`config.mk`:
```
export PLATFORM = sky130hd
export DESIGN_NAME = mem_stage
export DESIGN_NICKNAME = d
export VERILOG_FILES = /design/src/rtl/mem_stage.sv
export SDC_FILE = /design/constraint.sdc
export NUM_CORES = 1
export LEC_CHECK = 0
export ABC_CLOCK_PERIOD_IN_PS = 6250
export BUFFER_PORTS_ARGS = -buffer_cell sky130_fd_sc_hd__buf_2
export CAP_MARGIN = 20
export CORE_AREA = 4 4 350 352
export DETAILED_ROUTE_END_ITERATION = 7
export DIE_AREA = 0 0 354 356
export PLACE_DENSITY_LB_ADDON = 0.12
export SLEW_MARGIN = 20
export SYNTH_ARGS = -nofsm -noshare
export SYNTH_HDL_FRONTEND = slang
export SYNTH_SLANG_ARGS = --single-unit
```
`constraint.sdc`:
```
create_clock -name clk -period 6.25 [get_ports clk]
set_clock_uncertainty 0.2 [all_clocks]
set_input_delay 0.3125 -clock clk [delete_from_list [all_inputs] [get_ports clk]]
set_output_delay 0.3125 -clock clk [all_outputs]
set_load 0.005 [all_outputs]
```
`src/rtl/mem_stage.sv`:
```
// Memory-access stage: turns MEM_* loads/stores into level-handshake data-memory
// requests, aligns/extends load data, and registers the WB_* latch.
module mem_stage (
    input  logic        clk,
    input  logic        RESET,
    input  logic        MEM_V,
    input  logic [31:0] MEM_IR,
    input  logic [63:0] MEM_NPC,
    input  logic [63:0] MEM_ALU_RESULT,
    input  logic [63:0] MEM_SR2,
    input  logic [63:0] MEM_SR1,
    input  logic [63:0] MEM_RFD,
    input  logic [63:0] MEM_CSRFD,
    input  logic        MEM_ECALL,
    output logic        V_MEM_STALL,
    output logic        DMEM_REQ,
    output logic        DMEM_WE,
    output logic [63:0] DMEM_ADDR,
    output logic [63:0] DMEM_WDATA,
    output logic [7:0]  DMEM_WSTRB,
    input  logic [63:0] DMEM_RDATA,
    input  logic        DMEM_ACK,
    output logic        WB_V,
    output logic [31:0] WB_IR,
    output logic [63:0] WB_NPC,
    output logic [63:0] WB_DATA,
    output logic [63:0] WB_RFD,
    output logic [63:0] WB_CSRFD,
    output logic        WB_ECALL,
    output logic        WB_FAULT
);

    typedef enum logic {IDLE, ACCESS} state_t;

    localparam logic [6:0] OP_LOAD  = 7'b0000011;
    localparam logic [6:0] OP_STORE = 7'b0100011;
    localparam logic [6:0] OP_JAL   = 7'b1101111;
    localparam logic [6:0] OP_JALR  = 7'b1100111;

    state_t      state_q, state_d;
    logic [63:0] addr_q, addr_d;
    logic [63:0] wdata_q, wdata_d;
    logic [7:0]  wstrb_q, wstrb_d;
    logic        we_q, we_d;
    logic [2:0]  off_q, off_d;
    logic [2:0]  funct3_q, funct3_d;

    logic        wb_v_q, wb_v_d;
    logic [31:0] wb_ir_q, wb_ir_d;
    logic [63:0] wb_npc_q, wb_npc_d;
    logic [63:0] wb_data_q, wb_data_d;
    logic [63:0] wb_rfd_q, wb_rfd_d;
    logic [63:0] wb_csrfd_q, wb_csrfd_d;
    logic        wb_ecall_q, wb_ecall_d;
    logic        wb_fault_q, wb_fault_d;

    logic [6:0]  opcode;
    logic [2:0]  funct3;
    logic [2:0]  off;
    logic        is_load, is_store, is_link, good_f3, aligned;
    logic        mem_go, mem_fault;
    logic [7:0]  strobe_base;
    logic [63:0] rdata_shifted, load_data;
    logic        unused_sr1;

    assign opcode     = MEM_IR[6:0];
    assign funct3     = MEM_IR[14:12];
    assign off        = MEM_ALU_RESULT[2:0];
    assign unused_sr1 = ^MEM_SR1;

    always_comb begin
        is_load     = (opcode == OP_LOAD);
        is_store    = (opcode == OP_STORE);
        is_link     = (opcode == OP_JAL) || (opcode == OP_JALR);
        good_f3     = (is_load && (funct3 != 3'd7)) || (is_store && !funct3[2]);
        aligned     = 1'b1;
        strobe_base = 8'h01;
        case (funct3[1:0])
            2'd0: begin aligned = 1'b1;            strobe_base = 8'h01; end
            2'd1: begin aligned = !off[0];         strobe_base = 8'h03; end
            2'd2: begin aligned = (off[1:0] == 2'd0); strobe_base = 8'h0F; end
            default: begin aligned = (off == 3'd0); strobe_base = 8'hFF; end
        endcase
        mem_go    = MEM_V && good_f3 && aligned;
        mem_fault = MEM_V && (is_load || is_store) && !(good_f3 && aligned);
    end

    // Load data uses the offset/funct3 captured at issue, not the live inputs.
    always_comb begin
        rdata_shifted = DMEM_RDATA >> {off_q, 3'b000};
        case (funct3_q)
            3'd0:    load_data = {{56{rdata_shifted[7]}},  rdata_shifted[7:0]};
            3'd1:    load_data = {{48{rdata_shifted[15]}}, rdata_shifted[15:0]};
            3'd2:    load_data = {{32{rdata_shifted[31]}}, rdata_shifted[31:0]};
            3'd4:    load_data = {56'd0, rdata_shifted[7:0]};
            3'd5:    load_data = {48'd0, rdata_shifted[15:0]};
            3'd6:    load_data = {32'd0, rdata_shifted[31:0]};
            default: load_data = rdata_shifted;
        endcase
    end

    always_comb begin
        state_d    = state_q;
        addr_d     = addr_q;
        wdata_d    = wdata_q;
        wstrb_d    = wstrb_q;
        we_d       = we_q;
        off_d      = off_q;
        funct3_d   = funct3_q;
        wb_v_d     = 1'b0;
        wb_ir_d    = 32'd0;
        wb_npc_d   = 64'd0;
        wb_data_d  = 64'd0;
        wb_rfd_d   = 64'd0;
        wb_csrfd_d = 64'd0;
        wb_ecall_d = 1'b0;
        wb_fault_d = 1'b0;
        case (state_q)
            IDLE: begin
                if (mem_go) begin
                    state_d  = ACCESS;
                    addr_d   = {MEM_ALU_RESULT[63:3], 3'b000};
                    we_d     = is_store;
                    wstrb_d  = is_store ? (strobe_base << off) : 8'h00;
                    wdata_d  = is_store ? (MEM_SR2 << {off, 3'b000}) : 64'd0;
                    off_d    = off;
                    funct3_d = funct3;
                end else if (MEM_V) begin
                    wb_v_d     = 1'b1;
                    wb_ir_d    = MEM_IR;
                    wb_npc_d   = MEM_NPC;
                    wb_rfd_d   = MEM_RFD;
                    wb_csrfd_d = MEM_CSRFD;
                    wb_ecall_d = MEM_ECALL;
                    wb_fault_d = mem_fault;
                    wb_data_d  = is_link ? MEM_NPC : MEM_ALU_RESULT;
                end
            end
            default: begin
                // execute holds MEM_* stable through the access, so pass-throughs read live inputs
                if (DMEM_ACK) begin
                    state_d    = IDLE;
                    wb_v_d     = 1'b1;
                    wb_ir_d    = MEM_IR;
                    wb_npc_d   = MEM_NPC;
                    wb_rfd_d   = MEM_RFD;
                    wb_csrfd_d = MEM_CSRFD;
                    wb_ecall_d = MEM_ECALL;
                    wb_data_d  = we_q ? MEM_ALU_RESULT : load_data;
                end
            end
        endcase
    end

    always_ff @(posedge clk) begin
        if (RESET) begin
            state_q    <= IDLE;
            addr_q     <= 64'd0;
            wdata_q    <= 64'd0;
            wstrb_q    <= 8'd0;
            we_q       <= 1'b0;
            off_q      <= 3'd0;
            funct3_q   <= 3'd0;
            wb_v_q     <= 1'b0;
            wb_ir_q    <= 32'd0;
            wb_npc_q   <= 64'd0;
            wb_data_q  <= 64'd0;
            wb_rfd_q   <= 64'd0;
            wb_csrfd_q <= 64'd0;
            wb_ecall_q <= 1'b0;
            wb_fault_q <= 1'b0;
        end else begin
            state_q    <= state_d;
            addr_q     <= addr_d;
            wdata_q    <= wdata_d;
            wstrb_q    <= wstrb_d;
            we_q       <= we_d;
            off_q      <= off_d;
            funct3_q   <= funct3_d;
            wb_v_q     <= wb_v_d;
            wb_ir_q    <= wb_ir_d;
            wb_npc_q   <= wb_npc_d;
            wb_data_q  <= wb_data_d;
            wb_rfd_q   <= wb_rfd_d;
            wb_csrfd_q <= wb_csrfd_d;
            wb_ecall_q <= wb_ecall_d;
            wb_fault_q <= wb_fault_d;
        end
    end

    assign V_MEM_STALL = ((state_q == IDLE) && mem_go) || ((state_q == ACCESS) && !DMEM_ACK);
    assign DMEM_REQ    = (state_q == ACCESS);
    assign DMEM_WE     = we_q;
    assign DMEM_ADDR   = addr_q;
    assign DMEM_WDATA  = wdata_q;
    assign DMEM_WSTRB  = wstrb_q;
    assign WB_V        = wb_v_q;
    assign WB_IR       = wb_ir_q;
    assign WB_NPC      = wb_npc_q;
    assign WB_DATA     = wb_data_q;
    assign WB_RFD      = wb_rfd_q;
    assign WB_CSRFD    = wb_csrfd_q;
    assign WB_ECALL    = wb_ecall_q;
    assign WB_FAULT    = wb_fault_q;

endmodule
```
### After elaboration in Yosys (flattened, before gate mapping)

Cells that the tools add are included.

| operators by class | value |
|---|---|
| equality and inequality tests | 12 |
| shift-type cells | 3 |
| divide/modulo/power cells | 0 |
| $lt $le $gt $ge | 0 |
| multiplexer cells | 38 |
| $add $sub $neg | 0 |
| reduce and logical (&&, ||, !) cells | 23 |
| multipliers | 0 |
| bitwise gates (word level) | 2 |

Operators by type and width:

| operator | count |
|---|---|
| $mux 64 | 19 |
| $pmux 64 s6 | 1 |
| $mux 32 | 4 |
| $shl 64x6->64 | 1 |
| $shr 64x6->64 | 1 |
| $pmux 8 s3 | 1 |
| $eq 7x7->1 const B | 2 |
| $mux 1 | 11 |
| $eq 3x3->1 const B | 3 |
| $logic_and 1x1->1 | 9 |
| $mux 8 | 1 |
| $shl 8x3->8 | 1 |
| $eq 7x2->1 const B | 1 |
| $eq 7x6->1 const B | 1 |
| $logic_not 3->1 | 2 |
| $logic_not 1->1 | 4 |
| $logic_not 2->1 | 2 |
| $logic_or 1x1->1 | 4 |
| $reduce_or 4->1 | 1 |
| $eq 3x1->1 const B | 1 |
| $eq 3x2->1 const B | 1 |
| $ne 3x3->1 const B | 1 |
| $pmux 1 s3 | 1 |
| $eq 2x1->1 const B | 1 |
| other kinds (3) | 4 |

| storage, ports and cells | value |
|---|---|
| flip-flop bits (word level) | 432 |
| memory bits (read-only) | 0 |
| word-level logic and storage cells | 93 |
| memories kept | 0 |
| bits in writable memories | 0 |
| latch bits | 0 |
| output and inout bits | 430 |

### Longest topological paths before layout

Gate-level depths: netlist of the first run.

| logic depth | value |
|---|---|
| depth after elaboration | 7 |
| depth in mapped cells | 10 |
| mapped depth without buffers | 6 |

### Worst setup path before layout of the first run

No wires, ideal clock.

| timing path | value |
|---|---|
| path type | in2reg |
| start point | input MEM_ALU_RESULT[0] |
| end point | register wdata_q[20], in the netlist DMEM_WDATA[20] |
| path slack | 3843 ps |
| stages | 9 |
| data required time | 5922 ps |
| arrival time | 2079 ps |
| buffers on the path | 4 |
| library setup time | 128 ps |
| cell sequence | clkbuf_1 > nor2_1 > a21boi_1 > or4_1 > buf_4 > buf_2 > buf_2 > a22oi_1 > nor2_1 |

| on the way | value |
|---|---|
| longest elaborated chain between the ends | 4 |
| elaborated cells on any way between the ends | 8 |
| classes of those cells | shift (1); mux (2); reduce/logical (5) |

Ends and longest elaborated chain:

| item | line | text |
|---|---|---|
| start, declared | 9 | `input logic [63:0] MEM_ALU_RESULT,` |
| branches (longest 4 deep; another with $shl 64x6->64) | - |  |
| end signal, assigned | 175 | `wdata_q <= wdata_d;` |
| end, declared | 42 | `logic [63:0] wdata_q, wdata_d;` |

Several ways; the timed one is not identified.
A chain may end at the register's enable or synchronous reset.

### Worst setup path after layout of the first run

| timing path | value |
|---|---|
| start point | input MEM_IR[12] |
| end point | output V_MEM_STALL |

| on the way | value |
|---|---|
| longest elaborated chain between the ends | 7 |
| elaborated cells on any way between the ends | 11 |
| classes of those cells | eq/ne (3); mux (1); reduce/logical (7) |

Ends and longest elaborated chain:

| item | line | text |
|---|---|---|
| start, declared | 7 | `input logic [31:0] MEM_IR,` |
| $ne 3x3->1 | 75 | `good_f3 = (is_load && (funct3 != 3'd7)) \|\| (is_store && !funct3[2]);` |
| $logic_and 1x1->1 | 75 |  |
| $logic_or 1x1->1 | 75 |  |
| $logic_and 1x1->1 | 84 | `mem_go = MEM_V && good_f3 && aligned;` |
| $logic_and 1x1->1 * | 84 |  |
| $logic_and 1x1->1 * | 191 | `assign V_MEM_STALL = ((state_q == IDLE) && mem_go) \|\| ((state_q == ACCESS) && !DMEM_ACK);` |
| $logic_or 1x1->1 * | 191 |  |
| end, declared | 15 | `output logic V_MEM_STALL,` |

Mark *: on every way between the ends. The rest lies on a longest branch, timed or not.

==> impl_metrics.ini, run 1 <==
[outcome]
status = finished clean

[synth]
syn_inst = 1949
ys_ff_latch = 432
synth_async_sr_flop_share = 0
ys_top_cells_by_count = dfxtp_1, nand2_1, and2_1
synth_cell_type_count = 55
avgSynthCellArea_um2 = 9.131
synth_top_area_cell = dfxtp_1
synthesis.area_mm2 = 0.01780
ys_warn_count = 0
synth_edf_count = 0
yosys-top-cells-area = dfxtp_1, mux2i_1, and2_1
synth_ff_type = dfxtp_1
synth_top_area_frac = 0.4859
synth_most_common_cell = dfxtp_1
seq_area_frac_synth = 0.4859

[finish]
nets = 3536
final_util = 0.2428
multi_input_area_mm2 = 0.008488
regArea_mm2 = 0.008655
drive_gt1_frac = 0.3386
fillers = 13270
area_growth_syn_to_layout_pct = 62.80

[route]
wl_per_cell_um = 22.71
detail-route-antenna-nets = 0
first_iter_violations = 846
drc = 0
viasPerCell = 3.901
dr.pass1.iters = 6
drt-total-wl_um = 107300
route.vias.total = 18430

[sta]
setup_viol = 0
slew_violations = 0
fmax_mhz = 265.6
period_minus_slack_ns = 3.765
slew_headroom = 0.2713
finalSetupTns_ns = 0
fin_ws_ns = 2.485
finalCritPeriodShare = 0.6024
finalHoldViolCount = 0
tightest_slew_ns = 1.093
rsz0062_at_grt = false

[clocking]
numCtsBuffers = 56
root_buffer = clkbuf_16
clock-sinks = 432
cts_tree = yes
clock_latency_ns = 0.64
cts.htree.levels = 2
clkSlewWorstSetupHoldPaths_ns = 0.06
clock_path_buffers = 3

[power]
p_leak_nw = 12.62
p_per_area_mw_per_mm2 = 245.8
p_total_mw = 7.120
irDropWorstVdd_v = 0.0001895

[floorplanning]
die-width_um = 354
initial_core_util = 0.1491
core_mm2 = 0.1193
design.die.area_mm2 = 0.1260
ios = 915
die_h_um = 356
num_rows = 127

[worst_setup_path]
worstPathRequired_ns = 5.74
worstPathMaxFanout = 44
startpoint_type = input pin
reg2reg_setup_slack_ns = 2.66
r2r_start = off_q[2]$_SDFFE_PP0P_
rr_endpoint = WB_DATA[16]$_SDFF_PP0_
ff2ff_path_depth = 7
cp-end-kind = output port
crit_type = in -> out
worstPathArrival_ns = 3.25

[global_routing]
grtUsageMet1 = 0.1834
grt-ovfl-total = 0
grt_max_degree = 132
antenna_found_initial = 40
grt_util_all_layers = 0.1624
use_met3 = 0.05615
grt_util_met2 = 0.2911
grt_pass1_wl_um = 148100
grt_most_used_layer = met2
grt_pass1_vias = 19330

[worst_hold_path]
worst_hold_path.endpoint = WB_DATA[49]$_SDFF_PP0_
hold_start = DMEM_RDATA[49]
hold_depth = 5
holdCritPathClass = in -> reg

[placed_design]
dp_slack_ns = 2.606
gp_congestion = 0.7896
port_buffers = 847
hpwl_um = 82790

[flow_run]
cap_violations = 0
==> stage by stage <==
| stage | cells | hold slack, ns | cell area (µm²) |
|---|---|---|---|
| 2_1_floorplan | 1951 | 0.2342 | 17800 |
| 3_3_place_gp | 4273 | 0.2406 | 23670 |
| 3_5_place_dp | 4273 | 0.2432 | 23670 |
| 4_1_cts | 4710 | 0.003613 | 28940 |
| 5_1_grt | 4718 | 0.03838 | 28960 |
| 6_report | 4724 | 0.03512 | 28970 |
==> cells by family (layout without fill, tap and decap cells) <==
| family | Yosys count | after routing | share of synthesized area |
|---|---|---|---|
| and+or+nand+nor | 649 | 649 | 0.1789 |
| AOI/OAI and AO/OA | 487 | 487 | 0.1705 |
| DFF | 432 | 432 | 0.4859 |
| muxes | 204 | 204 | 0.1241 |
| buffers and inverters | 176 | 1323 | 0.04042 |
| other | 1 | 17 | 0.0002107 |
==> routing by layer <==
layer / share of wire / wire length [µm] / vias up
met4: 0.027 / 2877 / 28
met3: 0.081 / 8734 / 144
met2: 0.50 / 53420 / 636
li1: - / - / 9004
met5: 0.0019 / 201 / -
met1: 0.39 / 42070 / 8615
==> worst max-delay path: stages <==
cell	delay, ns
dlygate4sd3_1	0.53
buf_2	0.27
o21ai_0	0.14
a21boi_1	0.44
or4_4	0.31
buf_4	0.62
o21ai_0	0.36
buf_2	0.25
==> layout by cell type, fill, tap and decap left out, drive strengths merged, types with 91 or more instances in the layout <==
| cell | count |
|---|---|
| and2 | 227 |
| nand2 | 232 |
| nor2 | 135 |
| mux2i | 152 |
| dlygate4sd3 | 332 |
| a21oi | 155 |
| a22oi | 91 |
| o21ai | 98 |
| buf | 874 |
| dfxtp | 432 |
==> how the worst max path moves through the flow <==
stage          cells after the start  slack [ns]                          end              start
6_report                           8        2.49                  V_MEM_STALL         MEM_IR[12]
5_1_grt                           10        2.27   DMEM_ADDR[55]$_SDFFE_PP0P_         MEM_IR[12]
4_1_cts                            8        2.40                  V_MEM_STALL         MEM_IR[12]
3_5_place_dp                       8        2.61   DMEM_ADDR[33]$_SDFFE_PP0P_  MEM_ALU_RESULT[0]
3_3_place_gp                       8        2.62   DMEM_ADDR[35]$_SDFFE_PP0P_  MEM_ALU_RESULT[0]
2_1_floorplan                      9        3.84  DMEM_WDATA[20]$_SDFFE_PP0P_  MEM_ALU_RESULT[0]
==> flip-flops by register name, indices dropped and copies added (netlist names) <==
name	flops
WB_DATA	64
off_q	3
WB_IR	32
DMEM_WDATA	64
DMEM_WE	1
WB_FAULT	1
funct3_q	3
WB_CSRFD	64
WB_V	1
WB_RFD	64
WB_ECALL	1
DMEM_REQ	1
DMEM_ADDR	61
DMEM_WSTRB	8
WB_NPC	64
==> report_power, final <==
part	total [mW]	internal, mW	switching, mW
Sequential	2.85	2.83	0.0168
Clock	3.42	2.03	1.39
Combinational	0.851	0.413	0.438
==> final cells by class <==
| type | count | share of cell area |
|---|---|---|
| antenna | 14 | 0.001209 |
| clock buffer | 85 | 0.05662 |
| clock inverter | 20 | 0.01049 |
| inverter | 12 | 0.001555 |
| multi-input combinational | 1343 | 0.2930 |
| sequential | 432 | 0.2987 |
| tap | 1612 | 0.06961 |
| timing repair buffer | 1206 | 0.2688 |
==> timing repair <==
action	CTS	global route
hold buffers	332	0
resized for setup	0	0
setup buffers	0	0
hold endpoints to repair	392	0
Note: power is estimated with default switching activity, not from simulation.
==> run 2, diff against run 1 <==
- ABC_CLOCK_PERIOD_IN_PS: 6250 -> 3350
- clock period: 6.25 -> 3.35 ns (I/O delays scaled with it)
==> impl_metrics.ini, run 2 (synthesis results as in run 1) <==
[sta]
fin_ws_ns = 0.2557
tightest_slew_ns = 0.9358
fmax_mhz = 323.2
finalHoldViolCount = 0
slew_headroom = 0.3720
finalCritPeriodShare = 0.9237
finalSetupTns_ns = 0
rsz0062_at_grt = false
slew_violations = 0
setup_viol = 0
period_minus_slack_ns = 3.094
hold_ws_ns = 0.05384

[worst_setup_path]
critPathTopFamily = simple AND/OR/NAND/NOR gates
cp-end-kind = output port
worstPathRequired_ns = 2.98
critPathMaxStageDelay_ns = 0.60
path_buf_inv = 4
crit_type = in -> out
worstPathCellList = dlygate4sd3_1, buf_2, nand3b_4, or4_4, or4_4, buf_12, o21ai_0, buf_2
startpoint_type = input pin
slowest_stage = or4_4
worstPathMaxFanout = 44
worstPathArrival_ns = 2.73

[placed_design]
port_buffers = 847
gp_congestion = 0.7972
hpwl_um = 82550
dp_slack_ns = 0.3526

[global_routing]
grt_pass1_vias = 20370
grt_pass1_wl_um = 150600
antenna_found_initial = 24
grt_max_degree = 120
grt_util_all_layers = 0.1636
grt-ovfl-total = 0

[floorplanning]
num_rows = 127
core_mm2 = 0.1193
die_h_um = 356
ios = 915
initial_core_util = 0.1491
die-width_um = 354
design.die.area_mm2 = 0.1260

[route]
met1_length_um = 43010
route.vias.total = 19310
top_layer_used = met5
dr_wl_met3_um = 8282
detail-route-antenna-nets = 0
drt-total-wl_um = 108600
dr.pass1.iters = 6
viasPerCell = 3.937
drc = 0
wl_met2_um = 54020
wl_per_cell_um = 22.15
first_iter_violations = 843

[clocking]
clock-sinks = 432
numCtsBuffers = 59
root_buffer = clkbuf_16
cts_tree = yes
clock_path_buffers = 3
cts.htree.levels = 2
clkSlewWorstSetupHoldPaths_ns = 0.06
clock_latency_ns = 0.65

[power]
irDropWorstVdd_v = 0.0003710
p_total_mw = 13.46
p_per_area_mw_per_mm2 = 436.1
p_leak_nw = 13.46

[finish]
area_growth_syn_to_layout_pct = 73.43
multi_input_area_mm2 = 0.008491
drive_gt1_frac = 0.3301
layout.cells.most_common_list = buf_2, dlygate4sd3_1, dfxtp_1
final_util = 0.2586
regArea_mm2 = 0.008655
layout_commonest_cell = buf_2
nets = 3722
fillers = 13260

[worst_hold_path]
holdCritPathClass = in -> reg

[outcome]
status = finished clean

[flow_run]
cap_violations = 0
## run 2: metrics by stage
step	instances	cell area [µm²]
2_1_floorplan	1951	17800
3_3_place_gp	4302	24020
3_5_place_dp	4302	24020
4_1_cts	4891	30810
5_1_grt	4901	30850
6_report	4905	30860
## run 2: worst paths after layout
kind,start,end,slack [ns],cells past startpoint
max,MEM_IR[4],V_MEM_STALL,0.26,8
min,MEM_SR2[55],DMEM_WDATA[63]$_SDFFE_PP0P_,0.05,6
max reg2reg,DMEM_REQ$_SDFF_PP0_,DMEM_ADDR[6]$_SDFFE_PP0P_,0.43,8
min reg2reg,DMEM_WSTRB[1]$_SDFFE_PP0P_,DMEM_WSTRB[1]$_SDFFE_PP0P_,0.25,2
## run 2: what timing repair did
item | 4_1_cts | 5_1_grt
hold endpoints to repair | 429 | 0
buffers inserted | 0 | 1
endpoints found under the setup margin | 0 | 14
hold buffers | 484 | 0
resized for setup | 0 | 1
## run 2: tightest hold or removal path: cells and delay by family
kind                   cells  cell delay [ns]
buffers and inverters      1             0.10
muxes                      1             0.16
and+or+nand+nor            1             0.08
AOI/OAI and AO/OA          3             0.35
## run 2: power breakdown
part / leakage (nW) / switching [mW] / internal [mW]
clock: 0.954 / 2.59 / 3.77
sequential: 3.53 / 0.0337 / 5.28
combinational: 8.98 / 0.858 / 0.928
## run 2: layout make-up
class / count / share of cell area
Sequential cell: 432 / 0.2804
Timing Repair Buffer: 1388 / 0.3134
Clock buffer: 90 / 0.05712
Clock inverter: 15 / 0.006202
Tap cell: 1612 / 0.06535
Antenna cell: 12 / 0.0009729
Multi-Input combinational cell: 1344 / 0.2751
Inverter: 12 / 0.001459
## run 2: metal layers
| layer | vias up | global-route usage |
|---|---|---|
| met5 | - | 0 |
| met2 | 600 | 0.2941 |
| met4 | 20 | 0.05205 |
| li1 | 9351 | - |
| met1 | 9205 | 0.1821 |
| met3 | 137 | 0.05380 |
